## config.mk

```make
export PLATFORM = sky130hd
export DESIGN_NAME = multicycle_controller_flat
export DESIGN_NICKNAME = d
export VERILOG_FILES = /design/src/rtl/multicycle_controller_pkg.sv /design/src/rtl/multicycle_controller_if.sv /design/src/rtl/multicycle_controller_cond_unit.sv /design/src/rtl/multicycle_controller.sv /design/src/flat_wrapper.sv
export SDC_FILE = /design/constraint.sdc
export NUM_CORES = 1
export LEC_CHECK = 0
export ABC_AREA = 1
export BUFFER_PORTS_ARGS = -buffer_cell sky130_fd_sc_hd__buf_4
export CORE_MARGIN = 2
export CORE_UTILIZATION = 35
export DETAILED_ROUTE_END_ITERATION = 8
export HOLD_SLACK_MARGIN = 0.06
export PLACE_DENSITY_LB_ADDON = 0.1
export REMOVE_ABC_BUFFERS = 1
export SYNTH_ARGS = -nofsm -noshare
export SYNTH_HDL_FRONTEND = slang
export SYNTH_SLANG_ARGS = --single-unit
```

## constraint.sdc

```tcl
create_clock -name clk -period 1.6 [get_ports clk]
set_input_delay 0.08 -clock clk [delete_from_list [all_inputs] [get_ports clk]]
set_output_delay 0.08 -clock clk [all_outputs]
set_load 0.005 [all_outputs]
```

## src/rtl/multicycle_controller_pkg.sv

```systemverilog
// Shared types and encodings for the multicycle ARM control unit.
// Covers FSM states, ALU and operand-select codes, and data-processing command decode.
package multicycle_pkg;

   typedef enum logic [3:0] {
      FETCH, DECODE, MEMADR, MEMRD, MEMWB, MEMWR, EXECUTER, EXECUTEI, ALUWB, BRANCH
   } state_t;

   localparam state_t RESET_STATE = FETCH;

   localparam logic [3:0] ALU_ADD = 4'b0000;
   localparam logic [3:0] ALU_SUB = 4'b0001;
   localparam logic [3:0] ALU_AND = 4'b0010;
   localparam logic [3:0] ALU_ORR = 4'b0011;
   localparam logic [3:0] ALU_EOR = 4'b0100;
   localparam logic [3:0] ALU_MOV = 4'b0101;

   localparam logic [1:0] OP_DP  = 2'b00;
   localparam logic [1:0] OP_MEM = 2'b01;
   localparam logic [1:0] OP_BR  = 2'b10;

   typedef enum logic [3:0] {
      COND_EQ, COND_NE, COND_CS, COND_CC, COND_MI, COND_PL, COND_VS, COND_VC,
      COND_HI, COND_LS, COND_GE, COND_LT, COND_GT, COND_LE, COND_AL, COND_NV
   } cond_t;

   localparam logic [1:0] RES_ALUOUT = 2'b00;
   localparam logic [1:0] RES_DATA   = 2'b01;
   localparam logic [1:0] RES_ALU    = 2'b10;

   localparam logic [1:0] SRCB_WD   = 2'b00;
   localparam logic [1:0] SRCB_IMM  = 2'b01;
   localparam logic [1:0] SRCB_FOUR = 2'b10;

   localparam logic [1:0] IMM_DP  = 2'b00;
   localparam logic [1:0] IMM_MEM = 2'b01;
   localparam logic [1:0] IMM_BR  = 2'b10;

   localparam logic [3:0] CMD_AND = 4'b0000;
   localparam logic [3:0] CMD_EOR = 4'b0001;
   localparam logic [3:0] CMD_SUB = 4'b0010;
   localparam logic [3:0] CMD_ADD = 4'b0100;
   localparam logic [3:0] CMD_CMP = 4'b1010;
   localparam logic [3:0] CMD_ORR = 4'b1100;
   localparam logic [3:0] CMD_MOV = 4'b1101;

   typedef struct packed {
      logic       ok;     // supported command
      logic       arith;  // C and V are meaningful
      logic       cmp;    // flags only, no register write
      logic [3:0] alu;
   } dp_dec_t;

   typedef struct packed {
      logic       pc_write;
      logic       adr_src;
      logic       mem_write;
      logic       ir_write;
      logic       reg_write;
      logic [1:0] result_src;
      logic       alu_src_a;
      logic [1:0] alu_src_b;
      logic [3:0] alu_control;
      logic [1:0] imm_src;
      logic [1:0] reg_src;
   } ctrl_t;

   function automatic dp_dec_t dp_decode(input logic [3:0] cmd);
      dp_dec_t d;
      d = '{ok: 1'b1, arith: 1'b0, cmp: 1'b0, alu: ALU_ADD};
      case (cmd)
         CMD_ADD: d.arith = 1'b1;
         CMD_SUB: begin d.alu = ALU_SUB; d.arith = 1'b1; end
         CMD_AND: d.alu = ALU_AND;
         CMD_ORR: d.alu = ALU_ORR;
         CMD_EOR: d.alu = ALU_EOR;
         CMD_MOV: d.alu = ALU_MOV;
         CMD_CMP: begin d.alu = ALU_SUB; d.arith = 1'b1; d.cmp = 1'b1; end
         default: d.ok = 1'b0;
      endcase
      return d;
   endfunction

endpackage

```

## src/rtl/multicycle_controller_if.sv

```systemverilog
// Control/status bundle between the multicycle controller and the datapath.
interface multicycle_controller_if;
   logic [3:0] Cond;
   logic [1:0] Op;
   logic [5:0] Funct;
   logic [3:0] Rd;
   logic [3:0] ALUFlags;
   logic       PCWrite;
   logic       AdrSrc;
   logic       MemWrite;
   logic       IRWrite;
   logic       RegWrite;
   logic [1:0] ResultSrc;
   logic       ALUSrcA;
   logic [1:0] ALUSrcB;
   logic [3:0] ALUControl;
   logic [1:0] ImmSrc;
   logic [1:0] RegSrc;
   logic [3:0] Flags;

   modport slave (
      input  Cond, Op, Funct, Rd, ALUFlags,
      output PCWrite, AdrSrc, MemWrite, IRWrite, RegWrite, ResultSrc,
             ALUSrcA, ALUSrcB, ALUControl, ImmSrc, RegSrc, Flags
   );

   modport master (
      output Cond, Op, Funct, Rd, ALUFlags,
      input  PCWrite, AdrSrc, MemWrite, IRWrite, RegWrite, ResultSrc,
             ALUSrcA, ALUSrcB, ALUControl, ImmSrc, RegSrc, Flags
   );
endinterface

```

## src/rtl/multicycle_controller_cond_unit.sv

```systemverilog
// NZCV flags register with gated writes and condition-code evaluation.
module cond_unit
   import multicycle_pkg::*;
(
   input  logic       clk,
   input  logic       rst,
   input  logic [3:0] i_cond,
   input  logic [3:0] i_alu_flags,
   input  logic [1:0] i_flag_w,    // [1]: N,Z  [0]: C,V
   output logic       o_cond_ex,
   output logic [3:0] o_flags
);
   logic [3:0] r_flags;
   logic       w_n, w_z, w_c, w_v;
   logic       w_cond_ex;

   assign {w_n, w_z, w_c, w_v} = r_flags;

   always_comb begin
      w_cond_ex = 1'b0;
      case (cond_t'(i_cond))
         COND_EQ: w_cond_ex = w_z;
         COND_NE: w_cond_ex = ~w_z;
         COND_CS: w_cond_ex = w_c;
         COND_CC: w_cond_ex = ~w_c;
         COND_MI: w_cond_ex = w_n;
         COND_PL: w_cond_ex = ~w_n;
         COND_VS: w_cond_ex = w_v;
         COND_VC: w_cond_ex = ~w_v;
         COND_HI: w_cond_ex = w_c & ~w_z;
         COND_LS: w_cond_ex = ~w_c | w_z;
         COND_GE: w_cond_ex = (w_n == w_v);
         COND_LT: w_cond_ex = (w_n != w_v);
         COND_GT: w_cond_ex = ~w_z & (w_n == w_v);
         COND_LE: w_cond_ex = w_z | (w_n != w_v);
         COND_AL: w_cond_ex = 1'b1;
         default: w_cond_ex = 1'b0;
      endcase
   end

   always_ff @(posedge clk) begin
      if (rst) begin
         r_flags <= 4'b0000;
      end else begin
         if (i_flag_w[1] && w_cond_ex) r_flags[3:2] <= i_alu_flags[3:2];
         if (i_flag_w[0] && w_cond_ex) r_flags[1:0] <= i_alu_flags[1:0];
      end
   end

   assign o_cond_ex = w_cond_ex;
   assign o_flags   = r_flags;
endmodule

```

## src/rtl/multicycle_controller.sv

```systemverilog
// Multicycle ARM control unit: main FSM plus per-state datapath enables and selects.
module multicycle_controller
   import multicycle_pkg::*;
(
   input  logic                   clk,
   input  logic                   rst,
   multicycle_controller_if.slave bus
);
   state_t     r_state;
   dp_dec_t    w_dp;
   ctrl_t      w_ctl;
   logic       w_cond_ex;
   logic [1:0] w_flag_w;
   logic       w_dp_we;
   logic       w_exec;

   assign w_dp    = dp_decode(bus.Funct[4:1]);
   assign w_exec  = (r_state == EXECUTER) || (r_state == EXECUTEI);
   assign w_dp_we = w_cond_ex & w_dp.ok & ~w_dp.cmp;

   // CMP writes flags regardless of S; unsupported commands write nothing.
   always_comb begin
      w_flag_w = 2'b00;
      if (w_exec && !rst && w_dp.ok && (bus.Funct[0] || w_dp.cmp))
         w_flag_w = {1'b1, w_dp.arith};
   end

   cond_unit u_cond (
      .clk         (clk),
      .rst         (rst),
      .i_cond      (bus.Cond),
      .i_alu_flags (bus.ALUFlags),
      .i_flag_w    (w_flag_w),
      .o_cond_ex   (w_cond_ex),
      .o_flags     (bus.Flags)
   );

   always_ff @(posedge clk) begin
      if (rst) begin
         r_state <= RESET_STATE;
      end else begin
         case (r_state)
            FETCH:  r_state <= DECODE;
            DECODE: begin
               case (bus.Op)
                  OP_MEM:  r_state <= MEMADR;
                  OP_DP:   r_state <= bus.Funct[5] ? EXECUTEI : EXECUTER;
                  OP_BR:   r_state <= BRANCH;
                  default: r_state <= FETCH;
               endcase
            end
            MEMADR:   r_state <= bus.Funct[0] ? MEMRD : MEMWR;
            MEMRD:    r_state <= MEMWB;
            EXECUTER: r_state <= ALUWB;
            EXECUTEI: r_state <= ALUWB;
            default:  r_state <= FETCH;
         endcase
      end
   end

   always_comb begin
      w_ctl = '0;
      case (r_state)
         FETCH: begin
            w_ctl.ir_write    = 1'b1;
            w_ctl.pc_write    = 1'b1;
            w_ctl.alu_src_a   = 1'b1;
            w_ctl.alu_src_b   = SRCB_FOUR;
            w_ctl.alu_control = ALU_ADD;
            w_ctl.result_src  = RES_ALU;
         end
         DECODE: begin
            w_ctl.alu_src_a   = 1'b1;
            w_ctl.alu_src_b   = SRCB_FOUR;
            w_ctl.alu_control = ALU_ADD;
            w_ctl.result_src  = RES_ALU;
            w_ctl.reg_src     = {(bus.Op == OP_MEM) && !bus.Funct[0], bus.Op == OP_BR};
         end
         MEMADR: begin
            w_ctl.alu_src_b   = SRCB_IMM;
            w_ctl.alu_control = bus.Funct[3] ? ALU_ADD : ALU_SUB;
            w_ctl.imm_src     = IMM_MEM;
         end
         MEMRD: w_ctl.adr_src = 1'b1;
         MEMWB: begin
            w_ctl.result_src = RES_DATA;
            w_ctl.reg_write  = w_cond_ex;
         end
         MEMWR: begin
            w_ctl.adr_src   = 1'b1;
            w_ctl.mem_write = w_cond_ex;
         end
         EXECUTER: begin
            w_ctl.alu_src_b   = SRCB_WD;
            w_ctl.alu_control = w_dp.alu;
         end
         EXECUTEI: begin
            w_ctl.alu_src_b   = SRCB_IMM;
            w_ctl.imm_src     = IMM_DP;
            w_ctl.alu_control = w_dp.alu;
         end
         ALUWB: begin
            w_ctl.result_src = RES_ALUOUT;
            w_ctl.reg_write  = w_dp_we;
            w_ctl.pc_write   = w_dp_we && (bus.Rd == 4'd15);
         end
         BRANCH: begin
            w_ctl.alu_src_b  = SRCB_IMM;
            w_ctl.imm_src    = IMM_BR;
            w_ctl.result_src = RES_ALU;
            w_ctl.reg_src    = 2'b01;
            w_ctl.pc_write   = w_cond_ex;
         end
         default: w_ctl = '0;
      endcase
   end

   // Reset forces every state-changing enable low, even mid-instruction.
   assign bus.PCWrite    = w_ctl.pc_write  & ~rst;
   assign bus.MemWrite   = w_ctl.mem_write & ~rst;
   assign bus.IRWrite    = w_ctl.ir_write  & ~rst;
   assign bus.RegWrite   = w_ctl.reg_write & ~rst;
   assign bus.AdrSrc     = w_ctl.adr_src;
   assign bus.ResultSrc  = w_ctl.result_src;
   assign bus.ALUSrcA    = w_ctl.alu_src_a;
   assign bus.ALUSrcB    = w_ctl.alu_src_b;
   assign bus.ALUControl = w_ctl.alu_control;
   assign bus.ImmSrc     = w_ctl.imm_src;
   assign bus.RegSrc     = w_ctl.reg_src;
endmodule

```

## src/flat_wrapper.sv

```systemverilog
// flat-port wrapper written by rule: the top's interface ports become plain ports
module multicycle_controller_flat import multicycle_pkg::*;
  (clk, rst, bus_Cond, bus_Op, bus_Funct, bus_Rd, bus_ALUFlags, bus_PCWrite, bus_AdrSrc, bus_MemWrite, bus_IRWrite, bus_RegWrite, bus_ResultSrc, bus_ALUSrcA, bus_ALUSrcB, bus_ALUControl, bus_ImmSrc, bus_RegSrc, bus_Flags);
  multicycle_controller_if bus_i ();
  input  logic clk;
  input  logic rst;
  input wire logic [$bits(bus_i.Cond)-1:0] bus_Cond;
  input wire logic [$bits(bus_i.Op)-1:0] bus_Op;
  input wire logic [$bits(bus_i.Funct)-1:0] bus_Funct;
  input wire logic [$bits(bus_i.Rd)-1:0] bus_Rd;
  input wire logic [$bits(bus_i.ALUFlags)-1:0] bus_ALUFlags;
  output wire logic [$bits(bus_i.PCWrite)-1:0] bus_PCWrite;
  output wire logic [$bits(bus_i.AdrSrc)-1:0] bus_AdrSrc;
  output wire logic [$bits(bus_i.MemWrite)-1:0] bus_MemWrite;
  output wire logic [$bits(bus_i.IRWrite)-1:0] bus_IRWrite;
  output wire logic [$bits(bus_i.RegWrite)-1:0] bus_RegWrite;
  output wire logic [$bits(bus_i.ResultSrc)-1:0] bus_ResultSrc;
  output wire logic [$bits(bus_i.ALUSrcA)-1:0] bus_ALUSrcA;
  output wire logic [$bits(bus_i.ALUSrcB)-1:0] bus_ALUSrcB;
  output wire logic [$bits(bus_i.ALUControl)-1:0] bus_ALUControl;
  output wire logic [$bits(bus_i.ImmSrc)-1:0] bus_ImmSrc;
  output wire logic [$bits(bus_i.RegSrc)-1:0] bus_RegSrc;
  output wire logic [$bits(bus_i.Flags)-1:0] bus_Flags;
  assign bus_i.Cond = bus_Cond;
  assign bus_i.Op = bus_Op;
  assign bus_i.Funct = bus_Funct;
  assign bus_i.Rd = bus_Rd;
  assign bus_i.ALUFlags = bus_ALUFlags;
  assign bus_PCWrite = bus_i.PCWrite;
  assign bus_AdrSrc = bus_i.AdrSrc;
  assign bus_MemWrite = bus_i.MemWrite;
  assign bus_IRWrite = bus_i.IRWrite;
  assign bus_RegWrite = bus_i.RegWrite;
  assign bus_ResultSrc = bus_i.ResultSrc;
  assign bus_ALUSrcA = bus_i.ALUSrcA;
  assign bus_ALUSrcB = bus_i.ALUSrcB;
  assign bus_ALUControl = bus_i.ALUControl;
  assign bus_ImmSrc = bus_i.ImmSrc;
  assign bus_RegSrc = bus_i.RegSrc;
  assign bus_Flags = bus_i.Flags;
  multicycle_controller u_core (.clk(clk), .rst(rst), .bus(bus_i));
endmodule
```

### Word-level counts from Yosys, hierarchy flattened

Index checks and enable logic that the tools add are counted.

* bits in registers: 8
* bits in latches: 0
* RAM bits: 0
* ROM bits: 0
* bits of input ports: 22
* output and inout bits: 22
* logic and storage cells: 98
* memories: 0

* $add $sub $neg: 0
* multipliers: 0
* div/mod/pow operators: 0
* $lt $le $gt $ge: 0
* equal/unequal tests: 34
* shift-type cells: 0
* mux-type cells: 22
* bitwise operators: 16
* reduce and logical (&&, ||, !) cells: 23

Operators by type and width (number)
* == test 4 bit (second input constant): 13
* == test 4 x 3 -> 1 bit (second input constant): 9
* == test 4 x 2 -> 1 bit (second input constant): 5
* case mux 4 bit (5 select lines): 1
* case mux 2 bit (2 select lines): 4
* case mux 1 bit (15 select lines): 1
* case mux 3 bit (5 select lines): 1
* == test 4 x 1 -> 1 bit (second input constant): 3
* zero test 4 bit: 3
* case mux 4 bit (3 select lines): 1
* two-way mux 1 bit: 9
* OR reduction 3 bit: 3
* bitwise AND 1 bit: 8
* case mux 4 bit (2 select lines): 1
* OR reduction 2 bit: 4
* logical AND 1 bit: 7
* OR reduction 7 bit: 1
* inverter 1 bit: 6
* two-way mux 3 bit: 1
* case mux 1 bit (3 select lines): 1
* == test 2 x 1 -> 1 bit (second input constant): 1
* == test 2 bit (second input constant): 1
* zero test 1 bit: 2
* zero test 2 bit: 1
* other kinds (6): 8

### Logic depth before layout (Yosys ltp)

Gate-level depths: netlist of the first run.

* word-level depth: 8
* mapped depth: 12
* depth with buffers taken out: 12

### Modules after synthesis

A second synthesis of the first run with hierarchy kept.

* cells, all modules: 166
* area total of the unflattened synthesis: 925.9 um2

Modules (own cells, without submodules)
* multicycle_controller: instances 1, cells each 91, area each 508.0 um2, sequential area each 80.1 um2
* cond_unit: instances 1, cells each 75, area each 417.9 um2, sequential area each 80.1 um2

### Worst setup path after synthesis of the first run

No wires, ideal clock.

* path kind: reg2reg
* start point: reg u_core.u_cond.r_flags[3] (netlist: u_core.u_cond.o_flags[3])
* end point: reg u_core.u_cond.r_flags[2] (netlist: u_core.u_cond.o_flags[2])
* library setup time: 115 ps
* arrival: 1121 ps
* data required time: 1485 ps
* slack: 364 ps
* stages on the path, launching flop included: 12
* path buffers: 0
* clock period less this slack: 1236 ps
* cells stage by stage: dfxtp_1 -> inv_1 -> nand2_1 -> nand2_2 -> nand2_2 -> nand2_2 -> nand2_2 -> nand2_2 -> nor2_4 -> nand2_4 -> a21oi_1 -> nor2_1

* word-level cells in the longest chain between the ends: 4
* elaborated cells on any way between the ends: 7
* classes of those cells: eq/ne (2); mux (1); bitwise (3); reduce/logical (1)

Ends and longest elaborated chain
* from (decl): line multicycle_controller_cond_unit.sv:13 `logic [3:0] r_flags;`
* from (signal assigned): line multicycle_controller_cond_unit.sv:45 `if (i_flag_w[1] && w_cond_ex) r_flags[3:2] <= i_alu_flags[3:2];`
* != test 1 bit or == test 1 bit (tied branches)
* bitwise OR 1 bit or bitwise AND 1 bit (tied branches): line multicycle_controller_cond_unit.sv:35, multicycle_controller_cond_unit.sv:34
* case mux 1 bit (15 select lines) *: line multicycle_controller_cond_unit.sv:21 `case (cond_t'(i_cond))`
* logical AND 1 bit *: line multicycle_controller_cond_unit.sv:45

Mark *: on every way between the ends. The rest lies on a longest branch, timed or not.
A chain may end at the register's enable or synchronous reset.

### Worst setup path after layout of the first run

* start point: reg u_core.u_cond.r_flags[1] (netlist: u_core.u_cond.o_flags[1])
* end point: reg u_core.u_cond.r_flags[3] (netlist: u_core.u_cond.o_flags[3])

* word-level cells in the longest chain between the ends: 4
* elaborated cells on any way between the ends: 5
* classes of those cells: mux (1); bitwise (3); reduce/logical (1)

Ends and longest elaborated chain
* from (signal assigned): line multicycle_controller_cond_unit.sv:46 `if (i_flag_w[0] && w_cond_ex) r_flags[1:0] <= i_alu_flags[1:0];`
* inverter 1 bit: line multicycle_controller_cond_unit.sv:25, multicycle_controller_cond_unit.sv:31
* bitwise OR 1 bit: line multicycle_controller_cond_unit.sv:31 `COND_LS: w_cond_ex = ~w_c | w_z;`
* case mux 1 bit (15 select lines) *: line multicycle_controller_cond_unit.sv:21
* logical AND 1 bit *: line multicycle_controller_cond_unit.sv:45

Marks and branches as above.

==> results of run 1 <==
[layout make-up]
type	count	area (sq um)
clock buffers	3	22.5
well taps	30	37.5
repair buffers	46	352
fillers	244	1080
flip-flops and latches	8	176
multi-input cells	118	641
inverters	34	128
[kinds of logic (layout without fill, tap and decap cells)]
logic type      Yosys count  count (layout)  share of synthesized area
buf+inv                  36              83                      0.161
simple gates             96              96                      0.508
compound gates           21              21                      0.147
other cells               1               1                    0.00423
flops                     8               8                      0.181
[power by group through the flow]
stage | Sequential (W) | Combinational, W | Clock, W
5_1_grt | 0.000216 | 0.000288 | 0.000166
6_report | 0.000216 | 0.000257 | 0.000149
3_3_place_gp | 0.000218 | 0.000229 | 0
3_5_place_dp | 0.000218 | 0.000233 | 0
2_1_floorplan | 0.000216 | 0.000120 | 0
4_1_cts | 0.000211 | 0.000243 | 0.000156
[critical path, stage by stage (launching register included)]
cell and delay [ns]:
dfxtp_2 0.35, inv_1 0.08, a21oi_4 0.16, nand2_2 0.07, nand2_2 0.05, nand2_2 0.07
nor2_4 0.12, nand2_4 0.06, buf_4 0.13, buf_4 0.15, a21oi_1 0.14, nor2_1 0.06
[worst paths after layout]
kind / from / end / slack, ns / cells past startpoint
max: u_core.u_cond.o_flags[1]$_SDFFE_PP0P_ / u_core.u_cond.o_flags[3]$_SDFFE_PP0P_ / 0.05 / 11
min: bus_Funct[0] / u_core.r_state[1]$_SDFF_PP0_ / 0.13 / 3
max reg2reg: u_core.u_cond.o_flags[1]$_SDFFE_PP0P_ / u_core.u_cond.o_flags[3]$_SDFFE_PP0P_ / 0.05 / 11
min reg2reg: u_core.u_cond.o_flags[1]$_SDFFE_PP0P_ / u_core.u_cond.o_flags[1]$_SDFFE_PP0P_ / 0.51 / 2
[through the flow]
step           instance area (sq um)  hold slack, ns  utilization  power, W
2_1_floorplan                    872           0.149            -  0.000337
3_3_place_gp                    1230           0.285        0.507  0.000447
3_5_place_dp                    1230           0.285        0.507  0.000451
4_1_cts                         1290           0.124        0.530  0.000609
5_1_grt                         1360           0.153        0.558  0.000669
6_report                        1360           0.135        0.558  0.000621
[placed cells by master (no fill, tap or decap), drive strengths merged, types with 3 or more instances in the layout]
cell type and n:
buf 45, nand3 19, inv 32, nor3 4
nor2 28, dfxtp 8, clkbuf 3, a21oi 12
o21ai 7, nand2 41
[what timing repair did]
item,CTS,global route
gates cloned,0,0
gates resized for setup,9,21
hold buffers,1,0
endpoints found under the hold margin,3,0
pin swaps,1,7
endpoints found under the setup margin,6,6
setup buffers,1,1
[flip-flops by register name, summed over array words and instances (netlist names)]
| name | flops |
|---|---|
| u_core.r_state | 4 |
| u_core.u_cond.o_flags | 4 |
[layer usage]
layer | global-route usage | wire (um) | part of all wire
met5 | 0 | 0 | 0
met4 | 0.0500 | 21 | 0.0084
met3 | 0.0219 | 104 | 0.042
met2 | 0.331 | 1280 | 0.51
met1 | 0.231 | 1080 | 0.43
==> out/metrics.yaml, run 1 <==
clock_network:
  cts_tree: "done"
  clkTransAtPathRegs_ns: 0.05
  cts_sinks: 8
  clk-insertion-delay-late_ns: 0.25
  htree_levels: 1
  clock-root-buffer: "clkbuf_4"
  cts_buffers: 3
  cts_buffer_depth: 2
setup_path:
  crit_arrival_ns: 1.69
  start_kind: "flop"
  worstSetupEndpointType: "flop"
  worstPathRequired_ns: 1.74
  critPathKind: "flop to flop"
  cp_max_fo: 8
synthesis:
  synth-warning-count: 0
  syn_avg_cell_area_sq_um: 5.48
  syn_area_sq_um: 887
  synth-main-ff-cell: "dfxtp_1"
  yosys-top-cells-count: "nand2_1 (32), inv_1 (27), nor2_1 (23)"
  synth.top_cell.area_share: 0.181
  synthArstFlopShare: 0
  synth-edff-count: 0
  synth_area_leaders: "dfxtp_1 (18%), nand2_1 (14%), inv_1 (11%)"
  ys_ff_latch: 8
  synth_top_area_cell: "dfxtp_1"
  synthCells: 162
  yosysMostFrequentCell: "nand2_1"
  synth.distinct_cells: 24
  seq_area_frac_synth: 0.181
placed_design:
  port_buffers: 42
  hpwl_mm: 2.12
  placedCellCount: 233
  place_ws_ns: 0.140
  routabilityCongestion: 0.911
routing:
  drc: 0
  first_iter_violations: 24
  ant_nets: 0
  firstDrtPassIters: 4
  wire_per_inst_um: 10.4
  wl_mm: 2.49
  dr_total_vias: 1150
  viasPerCell: 4.81
layout:
  finalNonFillerCells: 239
  final_net_count: 233
  drive_gt1_frac: 0.450
  antenna_cells: 0
  area_growth_pct: 52.9
global_route:
  grt.total_usage: 0.185
  grt_pass1_vias: 1016
  antenna_found_initial: 0
  overflow: 0
  grt_pass1_wl_mm: 4.08
  grt_max_degree: 9
power:
  internal_power_w: 0.000412
  combPwrFrac: 0.414
  p_leak_nw: 0.684
  ir_drop_uv: 347
  p_clk_frac: 0.239
  p_sw_frac: 0.337
  p_per_area_mw_per_mm2: 458
  switchingPower_w: 0.000210
  power_frac_seq: 0.347
timing:
  setup_tns_ns: 0
  fin_crit_ns: 1.55
  max_freq_ghz: 0.645
  hold_viol_final: 0
  clock_skew_ns: 0.00440
  setup_viol: 0
  fin_crit_sh: 0.969
  slew_viol_final: 0
  setup_ws_ns: 0.0489
  rsz0062_at_grt: "yes"
floorplan:
  ios: 44
  dieArea_sq_mm: 0.00295
  start_util: 0.365
  dieWidth_um: 54.3
  num_rows: 18
  coreArea_sq_mm: 0.00243
  die_y_um: 54.3
hold_path:
  hold_class: "input pin to flop"
run_status:
  outcome: "complete, no violations"
run:
  cap_violations: 0
No activity file was read; power rests on OpenSTA's default activity.
==> run 2, diff against run 1 <==
Settings changed: CORE_ASPECT_RATIO set to 0.9.
==> run 2 against run 1 <==
- flip-flop and latch count stayed put
- register-to-register slack better by 0.17 ns
- wire length is 4.5% lower
- critical path depth is 5 lower
- design area is 0.46% higher
- critical path type is now flop to output port
- largest cell class unchanged
- highest routed layer unchanged
==> out/metrics.yaml, run 2 (synthesis results as in run 1) <==
layout:
  layout_commonest_cell: "buf_4"
  area_growth_pct: 53.6
  antenna_cells: 0
  drive_gt1_frac: 0.453
  design_area_sq_mm: 0.00136
  final_net_count: 236
  fill_cells: 240
  mostFrequentLayoutCells: "buf_4 (48), nand2_1 (29), inv_1 (23)"
  finalNonFillerCells: 240
power:
  p_leak_nw: 0.699
  power_w: 0.000622
  ir_drop_uv: 447
  p_per_area_mw_per_mm2: 456
run:
  cap_violations: 0
placed_design:
  hpwl_mm: 2.02
  dpl_cell_area_sq_mm: 0.00123
  placedCellCount: 231
  routabilityCongestion: 0.819
  port_buffers: 42
global_route:
  grt.total_usage: 0.164
  grt_max_degree: 11
  overflow: 0
  antenna_found_initial: 0
  grt_pass1_wl_mm: 3.93
  grt_pass1_vias: 991
routing:
  ant_nets: 0
  dr_total_vias: 1148
  first_iter_violations: 28
  firstDrtPassIters: 5
  viasPerCell: 4.78
  wire_per_inst_um: 9.92
  drc: 0
  wl_mm: 2.38
floorplan:
  num_rows: 17
  coreArea_sq_mm: 0.00242
  die_y_um: 51.8
  dieArea_sq_mm: 0.00295
  start_util: 0.366
  dieWidth_um: 57.1
  ios: 44
timing:
  slew_viol_final: 0
  fin_crit_sh: 0.958
  clock_skew_ns: 0.000752
  fin_crit_ns: 1.53
  max_freq_ghz: 0.652
  hold_viol_final: 0
  rsz0062_at_grt: "yes"
  setup_viol: 0
clock_network:
  clkTransAtPathRegs_ns: 0.05
  cts_buffers: 3
  clock-root-buffer: "clkbuf_4"
  clk-insertion-delay-late_ns: 0.25
  cts_buffer_depth: 2
  cts_tree: "done"
  htree_levels: 1
  cts_sinks: 8
setup_path:
  worstSetupEndpointType: "output port"
  critPathKind: "flop to output port"
  crit_arrival_ns: 1.45
  start_kind: "flop"
  path_cells: "inv_2 -> nor2_2 -> nand2_1 -> or2_1 -> nor3_2 -> buf_4"
  worstPathRequired_ns: 1.52
  crit_path_max_incr_delay_ns: 0.38
  crit_buf_inv: 2
  reg2reg_setup_slack_ns: 0.22
  critPathSlowestCell: "dfxtp_4"
  cp_max_fo: 6
  critical_path.top_delay_family: "simple AND/OR/NAND/NOR gates"
run_status:
  outcome: "complete, no violations"
hold_path:
  hold_class: "input pin to flop"
-- run 2: worst paths after layout --
check	cells after the start	to	from
min	3	u_core.r_state[1]$_SDFF_PP0_	bus_Funct[0]
max	6	bus_RegSrc[1]	u_core.r_state[0]$_SDFF_PP0_
min reg2reg	2	u_core.u_cond.o_flags[1]$_SDFFE_PP0P_	u_core.u_cond.o_flags[1]$_SDFFE_PP0P_
max reg2reg	10	u_core.u_cond.o_flags[3]$_SDFFE_PP0P_	u_core.u_cond.o_flags[1]$_SDFFE_PP0P_
-- run 2: per-stage QoR --
step	utilization	setup WS [ns]	TNS [ns]	hold WS [ns]
after floorplan	-	0.364	0	0.149
after global placement	0.507	0.220	0	0.274
after detailed placement	0.507	0.198	0	0.276
after CTS	0.529	0.0137	0	0.129
after global routing	0.562	-0.0295	-0.0681	0.123
final	0.562	0.0671	0	0.123
-- run 2: final cells by class --
| type | count | area (sq um) | share of cell area |
|---|---|---|---|
| inverter | 34 | 128 | 0.0937 |
| clock buffer | 3 | 22.5 | 0.0165 |
| timing repair buffer | 49 | 370 | 0.272 |
| tap | 28 | 35.0 | 0.0257 |
| sequential | 8 | 178 | 0.130 |
| multi-input combinational | 118 | 629 | 0.462 |
-- run 2: report_power, final --
group | internal (W) | switching (W)
combinational | 0.000125 | 0.000132
clock | 0.0000854 | 0.0000630
sequential | 0.000205 | 0.0000114
-- run 2: tightest hold or removal path, stage by stage --
cell and delay [ns]:
buf_4 0.13, nand2_1 0.06, a21oi_1 0.06
-- run 2: routing by layer --
metal | vias up | GRT usage | wire (um)
li1 | 610 | - | -
met1 | 508 | 0.214 | 1110
met2 | 28 | 0.278 | 1140
met3 | 2 | 0.0249 | 107
met4 | 0 | 0.0504 | 22
met5 | - | 0 | 0
-- run 2: what timing repair did --
item                       in CTS  in global routing
setup buffers                   1                  4
resized for setup               8                 21
hold buffers                    1                  0
hold endpoints to repair        3                  0
cloned                          0                  0
pin swaps                       0                  7
setup endpoints to repair       6                  6
==> run 3, diff against run 2 <==
Settings changed: CTS_BUF_LIST set to sky130_fd_sc_hd__clkbuf_4 sky130_fd_sc_hd__clkbuf_8, SYNTH_HIERARCHICAL set to 1.
==> run 3 against run 2 <==
- the run now ends with negative setup slack left
- critical path depth grew 6
- synthesized cell count rose by 2.5%
- wire length is 16% higher
- core utilization up 0.32 points
- register-to-register slack got worse by 0.14 ns
- synthesized area grew 4.4%
- first-iteration DRC count rose by 50%
- highest routed layer unchanged
==> out/metrics.yaml, run 3 <==
clock_network:
  clkTransAtPathRegs_ns: 0.05
  clock-root-buffer: "clkbuf_4"
  cts_buffers: 3
  htree_levels: 1
  cts_tree: "done"
  clk-insertion-delay-late_ns: 0.25
  cts_buffer_depth: 2
  cts_sinks: 8
floorplan:
  num_rows: 17
  dieWidth_um: 58.2
  coreArea_sq_mm: 0.00249
  dieArea_sq_mm: 0.00307
  ios: 44
  start_util: 0.372
  die_y_um: 52.8
timing:
  clock_skew_ns: 0.00209
  fin_crit_ns: 1.81
  rsz0062_at_grt: "yes"
  fin_crit_sh: 1.13
  hold_slack_ns: 0.138
  setup_ws_ns: -0.215
  slew_viol_final: 0
  max_freq_ghz: 0.551
  hold_viol_final: 0
  setup_viol: 3
placed_design:
  dpl_cell_area_sq_mm: 0.00128
  hpwl_mm: 2.21
  port_buffers: 42
  routabilityCongestion: 0.775
synthesis:
  synth-edff-count: 0
  synth_area_leaders: "dfxtp_1 (17%), nand2_1 (15%), nand3_1 (11%)"
  yosysMostFrequentCell: "nand2_1"
  synth.distinct_cells: 28
  yosys.area_share.simple: 0.549
  synth-warning-count: 6
  ys_ff_latch: 8
  synth.top_cell.area_share: 0.173
  synth_top_area_cell: "dfxtp_1"
  yosys-top-cells-count: "nand2_1 (36), inv_1 (26), nor2_1 (25)"
  syn_avg_cell_area_sq_um: 5.58
  synth.area.mux_share: 0
  syn_area_sq_um: 926
  synth_fa_ha_area_frac: 0
  synth_compound_area_frac: 0.119
  synth-main-ff-cell: "dfxtp_1"
  synthCells: 166
  seq_area_frac_synth: 0.173
  synth_top_family_by_area: "simple AND/OR/NAND/NOR gates"
  synthArstFlopShare: 0
  synthXorXnorAreaFrac: 0.00946
global_route:
  grt_pass1_vias: 1060
  grt_pass1_wl_mm: 4.45
  antenna_found_initial: 0
  overflow: 0
  grt_max_degree: 9
  grt.total_usage: 0.186
power:
  ir_drop_uv: 307
  p_leak_nw: 0.757
  combPwrFrac: 0.435
  p_clk_frac: 0.236
  p_sw_frac: 0.350
  p_per_area_mw_per_mm2: 457
  power_frac_seq: 0.329
  switchingPower_w: 0.000225
  internal_power_w: 0.000418
setup_path:
  critPathSlowestCell: "dfxtp_4"
  crit_buf_inv: 4
  critPathKind: "flop to output port"
  path_cells: "inv_4 -> buf_4 -> nand2_1 -> nand2_1 -> nand2_1 -> nand3_2 -> nor2_4 -> nand2_4 -> buf_4 -> a22oi_1 -> nor2_1 -> buf_4"
  cp_max_fo: 4
  worstSetupEndpointType: "output port"
  start_kind: "flop"
  crit_path_max_incr_delay_ns: 0.37
  critical_path.top_delay_family: "simple AND/OR/NAND/NOR gates"
  crit_arrival_ns: 1.73
  worstPathRequired_ns: 1.52
run_status:
  outcome: "complete, but fails checks"
  violations: "negative setup slack"
layout:
  layout_commonest_cell: "buf_4"
  multi_input_area_sq_um: 682
  area_growth_pct: 51.9
  seq_area_sq_um: 170
  post-route-util: 0.565
  fill_cells: 255
  antenna_cells: 0
  design_area_sq_mm: 0.00141
  mostFrequentLayoutCells: "buf_4 (49), nand2_1 (34), inv_1 (23), nor2_1 (23), nand3_1 (18)"
  final_net_count: 241
  drive_gt1_frac: 0.415
run:
  cap_violations: 0
routing:
  viasPerCell: 4.96
  firstDrtPassIters: 4
  wire_per_inst_um: 11.3
  first_iter_violations: 42
  wl_mm: 2.77
  dr_total_vias: 1214
  ant_nets: 0
  drc: 0
hold_path:
  hold_class: "input pin to flop"
==> run 3: cell types whose count changed after synthesis, sizes merged <==
cell    previous run  this run
nor4               0         2
a21oi             12        11
o21a               1         0
o311ai             1         0
clkinv             2         1
nor3               4         2
xor2               0         1
nand3             19        21
nor2              28        30
a22oi              0         1
o31ai              0         1
o21ai              7         5
nand2             41        46
inv               32        30
==> run 3: cells by family (layout without fill, tap and decap cells) <==
family,count (synthesis),after routing
simple gates,105,105
buf+inv,33,84
compound gates,18,18
flops,8,8
other cells,1,1
xor+xnor,1,1
==> run 3: worst paths after layout <==
path	from	endpoint	slack (ns)	cells after the start
worst max-delay path	u_core/u_cond/o_flags[0]$_SDFFE_PP0P_	bus_RegWrite	-0.21	12
worst min-delay path	bus_Op[0]	u_core/r_state[2]$_SDFF_PP0_	0.14	4
worst max register to register	u_core/r_state[2]$_SDFF_PP0_	u_core/u_cond/o_flags[0]$_SDFFE_PP0P_	0.08	11
worst min register to register	u_core/u_cond/o_flags[1]$_SDFFE_PP0P_	u_core/u_cond/o_flags[1]$_SDFFE_PP0P_	0.51	2
==> run 3: area by class of cell <==
cell class / count / share of cell area
multi-input cells: 125 / 0.485
repair buffers: 50 / 0.269
flip-flops and latches: 8 / 0.121
inverters: 31 / 0.0845
well taps: 28 / 0.0249
clock buffers: 3 / 0.0160
==> run 3: per-stage QoR <==
stage	setup slack [ns]	power (W)	cells	TNS, ns
floorplan	0.168	0.000354	164	0
global placement	0.0197	0.000476	237	0
CTS	-0.176	0.000642	245	-0.332
global route	-0.330	0.000693	245	-1.05
detailed placement	-0.0170	0.000480	237	-0.0170
finish	-0.215	0.000643	245	-0.458
==> run 3: worst register-to-register path, delay by kind of cell (launching register included) <==
kind | cells | cell delay [ns]
AND/OR/NAND/NOR | 8 | 0.65
flip-flops | 1 | 0.40
AO/OA/AOI/OAI | 1 | 0.23
buffers and inverters | 2 | 0.13
==> run 3: power by group through the flow <==
stage | Clock (W) | Combinational [W] | Sequential, W
finish | 0.000152 | 0.000280 | 0.000211
global route | 0.000169 | 0.000312 | 0.000212
CTS | 0.000161 | 0.000270 | 0.000211
detailed placement | 0 | 0.000261 | 0.000218
global placement | 0 | 0.000258 | 0.000218
floorplan | 0 | 0.000134 | 0.000220
==> run 3: metal layers <==
metal	wire length [um]	share of wire	global-route usage	vias up
met1	1280	0.46	0.244	558
met2	1360	0.49	0.314	29
met5	0	0	0	-
met3	123	0.044	0.0222	2
li1	-	-	-	625
met4	8	0.0029	0.0620	0
==> run 3: what timing repair did <==
item / in CTS / in global routing
resized for setup: 12 / 10
setup buffers: 4 / 1
hold buffers: 1 / 0
pin swaps: 4 / 8
hold endpoints to repair: 3 / 0
endpoints found under the setup margin: 3 / 8
